File: src/rtl/alu_multicycle.sv
// Multicycle ALU: single-cycle arithmetic/logic/compare/branch ops and bit-serial shifts,
// with valid/ready handshakes on the request and result sides.
module alu_multicycle #(
    parameter int DATA_WIDTH  = 32,
    parameter int SHAMT_WIDTH = 5
) (
    input  logic                  clk,
    input  logic                  reset_n,
    input  logic                  in_valid,
    output logic                  in_ready,
    input  logic [4:0]            in_op,
    input  logic [DATA_WIDTH-1:0] in_a,
    input  logic [DATA_WIDTH-1:0] in_b,
    output logic                  out_valid,
    input  logic                  out_ready,
    output logic [DATA_WIDTH-1:0] out_result,
    output logic                  out_zero,
    output logic                  out_bcond,
    output logic                  out_err
);

    localparam logic [4:0] OP_ADD  = 5'b00000;
    localparam logic [4:0] OP_SUB  = 5'b00001;
    localparam logic [4:0] OP_AND  = 5'b00010;
    localparam logic [4:0] OP_OR   = 5'b00011;
    localparam logic [4:0] OP_XOR  = 5'b00110;
    localparam logic [4:0] OP_LUI  = 5'b01000;
    localparam logic [4:0] OP_SRL  = 5'b01010;
    localparam logic [4:0] OP_SRA  = 5'b01011;
    localparam logic [4:0] OP_SLL  = 5'b01101;
    localparam logic [4:0] OP_SLT  = 5'b10110;
    localparam logic [4:0] OP_SLTU = 5'b10111;
    localparam logic [4:0] OP_BEQ  = 5'b10000;
    localparam logic [4:0] OP_BNE  = 5'b10001;
    localparam logic [4:0] OP_BLT  = 5'b10010;
    localparam logic [4:0] OP_BGE  = 5'b10011;
    localparam logic [4:0] OP_BLTU = 5'b10100;
    localparam logic [4:0] OP_BGEU = 5'b10101;

    localparam logic [DATA_WIDTH-1:0]  ZERO_W = {DATA_WIDTH{1'b0}};
    localparam logic [SHAMT_WIDTH-1:0] ZERO_S = {SHAMT_WIDTH{1'b0}};
    localparam logic [SHAMT_WIDTH-1:0] ONE_S  = {{(SHAMT_WIDTH-1){1'b0}}, 1'b1};

    typedef enum logic [1:0] {
        IDLE  = 2'd0,
        SHIFT = 2'd1,
        DONE  = 2'd2
    } state_t;

    state_t                  state_r;
    logic [4:0]              op_r;
    logic [DATA_WIDTH-1:0]   acc_r;
    logic [SHAMT_WIDTH-1:0]  cnt_r;

    logic [DATA_WIDTH-1:0]   res_s;
    logic                    bcond_s;
    logic                    branch_s;
    logic                    err_s;
    logic                    shift_s;
    logic                    eq_s;
    logic                    lt_s;
    logic                    ltu_s;
    logic [SHAMT_WIDTH-1:0]  shamt_s;
    logic [DATA_WIDTH-1:0]   acc_next_s;

    assign eq_s    = (in_a == in_b);
    assign lt_s    = ($signed(in_a) < $signed(in_b));
    assign ltu_s   = (in_a < in_b);
    assign shamt_s = in_b[SHAMT_WIDTH-1:0];

    // Single-cycle result for the request currently presented; shifts only yield their shamt==0 value here.
    always_comb begin
        res_s    = ZERO_W;
        bcond_s  = 1'b0;
        branch_s = 1'b0;
        err_s    = 1'b0;
        shift_s  = 1'b0;
        case (in_op)
            OP_ADD:  res_s = in_a + in_b;
            OP_SUB:  res_s = in_a - in_b;
            OP_AND:  res_s = in_a & in_b;
            OP_OR:   res_s = in_a | in_b;
            OP_XOR:  res_s = in_a ^ in_b;
            OP_LUI:  res_s = in_b;
            OP_SRL, OP_SRA, OP_SLL: begin
                shift_s = 1'b1;
                res_s   = in_a;
            end
            OP_SLT:  res_s = {{(DATA_WIDTH-1){1'b0}}, lt_s};
            OP_SLTU: res_s = {{(DATA_WIDTH-1){1'b0}}, ltu_s};
            OP_BEQ:  begin branch_s = 1'b1; bcond_s = eq_s;   end
            OP_BNE:  begin branch_s = 1'b1; bcond_s = !eq_s;  end
            OP_BLT:  begin branch_s = 1'b1; bcond_s = lt_s;   end
            OP_BGE:  begin branch_s = 1'b1; bcond_s = !lt_s;  end
            OP_BLTU: begin branch_s = 1'b1; bcond_s = ltu_s;  end
            OP_BGEU: begin branch_s = 1'b1; bcond_s = !ltu_s; end
            default: err_s = 1'b1;
        endcase
        if (branch_s) begin
            res_s = {{(DATA_WIDTH-1){1'b0}}, bcond_s};
        end else begin
            res_s = res_s;
        end
    end

    // One-bit shift step for the latched shift opcode.
    always_comb begin
        acc_next_s = acc_r;
        case (op_r)
            OP_SRL:  acc_next_s = {1'b0, acc_r[DATA_WIDTH-1:1]};
            OP_SRA:  acc_next_s = {acc_r[DATA_WIDTH-1], acc_r[DATA_WIDTH-1:1]};
            OP_SLL:  acc_next_s = {acc_r[DATA_WIDTH-2:0], 1'b0};
            default: acc_next_s = acc_r;
        endcase
    end

    // Control FSM with all handshake and result outputs registered.
    always_ff @(posedge clk or negedge reset_n) begin
        if (!reset_n) begin
            state_r    <= IDLE;
            op_r       <= 5'b00000;
            acc_r      <= ZERO_W;
            cnt_r      <= ZERO_S;
            in_ready   <= 1'b1;
            out_valid  <= 1'b0;
            out_result <= ZERO_W;
            out_zero   <= 1'b1;
            out_bcond  <= 1'b0;
            out_err    <= 1'b0;
        end else begin
            case (state_r)
                IDLE: begin
                    if (in_valid && in_ready) begin
                        in_ready <= 1'b0;
                        if (shift_s && (shamt_s != ZERO_S)) begin
                            state_r <= SHIFT;
                            op_r    <= in_op;
                            acc_r   <= in_a;
                            cnt_r   <= shamt_s;
                        end else begin
                            state_r    <= DONE;
                            out_valid  <= 1'b1;
                            out_result <= res_s;
                            out_zero   <= (res_s == ZERO_W);
                            out_bcond  <= bcond_s;
                            out_err    <= err_s;
                        end
                    end
                end
                SHIFT: begin
                    acc_r <= acc_next_s;
                    cnt_r <= cnt_r - ONE_S;
                    if (cnt_r == ONE_S) begin
                        state_r    <= DONE;
                        out_valid  <= 1'b1;
                        out_result <= acc_next_s;
                        out_zero   <= (acc_next_s == ZERO_W);
                        out_bcond  <= 1'b0;
                        out_err    <= 1'b0;
                    end
                end
                DONE: begin
                    if (out_ready) begin
                        state_r   <= IDLE;
                        out_valid <= 1'b0;
                        in_ready  <= 1'b1;
                    end
                end
                default: begin
                    state_r   <= IDLE;
                    out_valid <= 1'b0;
                    in_ready  <= 1'b1;
                end
            endcase
        end
    end

endmodule

File: config.mk
export PLATFORM = sky130hd
export DESIGN_NAME = alu_multicycle
export DESIGN_NICKNAME = d
export VERILOG_FILES = /design/src/rtl/alu_multicycle.sv
export SDC_FILE = /design/constraint.sdc
export NUM_CORES = 1
export LEC_CHECK = 0
export CORE_MARGIN = 5
export CORE_UTILIZATION = 36
export CTS_BUF_LIST = sky130_fd_sc_hd__clkbuf_4 sky130_fd_sc_hd__clkbuf_8 sky130_fd_sc_hd__clkbuf_16
export CTS_CLUSTER_SIZE = 28
export DETAILED_ROUTE_END_ITERATION = 6
export PLACE_DENSITY = 0.64
export SLEW_MARGIN = 40
export SYNTH_ARGS = -nofsm -noshare
export SYNTH_HDL_FRONTEND = slang
export SYNTH_SLANG_ARGS = --single-unit
File: constraint.sdc
create_clock -name clk -period 4.4 [get_ports clk]
set_input_delay 0.66 -clock clk [delete_from_list [all_inputs] [get_ports clk]]
set_output_delay 0.66 -clock clk [all_outputs]
set_load 0.005 [all_outputs]
==> impl_metrics.ini <==
[status]
status = complete, no violations

[worst_setup_path]
startpoint = in_a[26]
crit_chain = clkdlybuf4s50_1 -> inv_1 -> ha_1 -> or2_1 -> or4_1 -> nor4_2 -> buf_4 -> o21ai_1 -> a21oi_1 -> nor2_1 -> a31o_2 -> a2111oi_4 -> nand4_1 -> or4_1 -> o21bai_1
r2r_end = out_zero
critPathBufInv = 3
rrSetupSlack_ps = 1080
critPathTopFamily = simple AND/OR/NAND/NOR gates
r2r_start = op_r[4]
critical_path.slowest_cell = clkdlybuf4s50_1
crit_fanout = 3
cpMostUsedCell = or4_1
crit_path_end = out_zero
max_stage_delay_ps = 500
crit_type = in -> reg
crit_cells = 15
crit_path_end_kind = register
reg2regPathDepth = 12
cp.required_ps = 4660
crit_arrival_ps = 4550
cp-start-kind = input port

[pwr]
switchingPower_mw = 1.88
p_sw_frac = 0.416
sequentialPowerShare = 0.315
ir_drop_v = 0.000232
p_leak_nw = 6.50
p_comb_frac = 0.527
pwr_density_cell_mw_per_mm2 = 316
p_clk_frac = 0.159
p_int_mw = 2.65

[global_routing]
grt_usage = 0.266
antenna_found_initial = 1
grt_pass1_wl_um = 67700
overflow = 0
grt_max_degree = 82
first_global_vias = 12169

[clock_network]
cts.sinks = 81
cts-hold-fix-buffers = 0
clkSlewWorstSetupHoldPaths_ps = 60
cts_buffer_depth = 2
cts_max_level = 3
cts_root_buf = clkbuf_16
cts_tree = done
post-cts-setup-buffers = 0
clkLatencyLatePin_ps = 340
numCtsBuffers = 9

[floorplan]
pin_count = 110
die_width_um = 179
die_h_um = 179
core_area_mm2 = 0.0285
num_rows = 62
start_util = 0.362
dieArea_mm2 = 0.0322

[place]
hpwl_um = 35300
dp.cells = 2148
port_buffers = 109
preCtsSetupSlack_ps = -689
place.gp.congestion = 0.999

[final_layout]
final.fill_count = 2833
drive_above_1_share = 0.215
final_nets = 1949
area_delta_synth_final_pct = 38.8
fin_cells = 2166

[synthesis]
syn-num-nets = 1621
synth_area_leaders = dfrtp_1, ha_1, nand2_1
syn-cell-area_mm2 = 0.0103
synth_seq_cells = 81
syn_avg_cell_area_um2 = 7.13
ys.flop_type = dfrtp_1
syn_inst = 1448
yosysWarnings = 0
synth.most_common_cell = nand2_1
yosysTopAreaCellShare = 0.191
synth-edff-count = 0
synthArstFlopShare = 1.00
ys_seq_area_frac = 0.197
yosys.area.top_type = dfrtp_1
ys_types = 85
synth_commonest_cells = nand2_1, o21ai_0, a21oi_1

[drt]
wl_per_cell_um = 20.3
wirelength_um = 43900
vias_per_cell = 5.90
num_vias = 12773
route.antenna.remaining_nets = 0
drt_iter0_drc = 1407
drt-pass1-iter-count = 5
drc = 0

[sta]
hold_viol_final = 0
max_freq_mhz = 233
finalCriticalPeriod_ps = 4290
relSlewSlack = 0.460
slew_violations = 0
finClkSkew_ps = 8.85
fin_setup_tns_ps = 0
setup_ws_ps = 115
setup_viol = 0
tightest_slew_ps = 806
rsz0062_at_grt = no
fin_crit_sh = 0.974

[min_path]
hold_class = in -> async

[run]
maxCapViolations = 0
==> metrics by stage <==
stage	hold WS, ps	cell area, um2	power [mW]	util
global route	175	14300	4.85	0.502
floorplan	364	10300	2.54	-
global placement	446	13900	3.71	0.486
detailed placement	456	13900	3.76	0.486
finish	166	14300	4.53	0.502
CTS	404	14200	4.49	0.497
==> layer usage <==
metal | part of all wire | wire length, um | track usage | vias to the layer above
li1 | - | - | - | 6046
met1 | 0.45 | 19600 | 0.384 | 6023
met2 | 0.44 | 19300 | 0.416 | 621
met3 | 0.089 | 3920 | 0.0365 | 81
met4 | 0.025 | 1110 | 0.0749 | 2
met5 | 0.00034 | 15 | 0 | -
==> power by group through the flow <==
stage               logic [mW]  clock network [mW]  registers (mW)
floorplan                 1.19                   0            1.35
global placement          2.29                   0            1.42
detailed placement        2.33                   0            1.43
CTS                       2.34               0.728            1.42
global route              2.62               0.755            1.48
finish                    2.39               0.719            1.43
==> kinds of logic (layout without fill, tap and decap cells) <==
group / Yosys count / count (layout) / synth area share
other cells: 0 / 1 / 0
fa+ha+maj: 100 / 100 / 0.123
xor+xnor: 1 / 1 / 0.000848
buf+inv: 194 / 527 / 0.0725
mux: 8 / 8 / 0.00848
simple gates: 479 / 479 / 0.214
compound gates: 585 / 585 / 0.385
flops: 81 / 81 / 0.197
==> registers in the layout (all words and copies together), names as in the netlist <==
signal	cells
acc_r	32
out_result	32
cnt_r	5
op_r	5
state_r	2
in_ready	1
out_bcond	1
out_err	1
out_valid	1
out_zero	1
==> worst reg2reg max path: cells and delay by family (launching register included) <==
family,cells,cell delay [ps]
buffers and inverters,2,570
AO/OA/AOI/OAI,2,410
AND/OR/NAND/NOR,8,1880
flip-flops,1,380
==> what timing repair did <==
item / CTS / global route
endpoints found under the hold margin: 0 / 0
pin swaps: 0 / 4
resized for setup: 5 / 28
setup endpoints to repair: 2 / 3
==> worst min-delay path by stage <==
stage          cells after the start             to  slack [ps]    start
2_1_floorplan                      0       acc_r[0]         360  reset_n
4_1_cts                            1       cnt_r[2]         400  reset_n
6_report                           1  out_result[1]         170  reset_n
3_3_place_gp                       1        op_r[3]         450  op_r[3]
5_1_grt                            1  out_result[1]         180  reset_n
3_5_place_dp                       1        op_r[3]         460  op_r[3]
==> area by class of cell <==
class,instances,area (um2),share of cell area
Antenna cell,1,2.50,0.000175
Multi-Input combinational cell,1173,7710,0.538
Clock inverter,4,27.5,0.00192
Clock buffer,12,260,0.0182
Tap cell,384,480,0.0335
Timing Repair Buffer,415,3460,0.241
Inverter,96,360,0.0251
Sequential cell,81,2030,0.142
==> cell usage in the layout (no fill, tap or decap), types with 27 or more instances in the layout <==
cell type and n:
a21oi_1 119, a22oi_1 31, buf_4 301, clkdlybuf4s50_1 108
dfrtp_1 79, ha_1 96, inv_1 95, nand2_1 205
nand3_1 33, nor2_1 106, o211ai_1 27, o21ai_0 143
o31ai_1 30
Note: power is estimated with default switching activity, not from simulation.
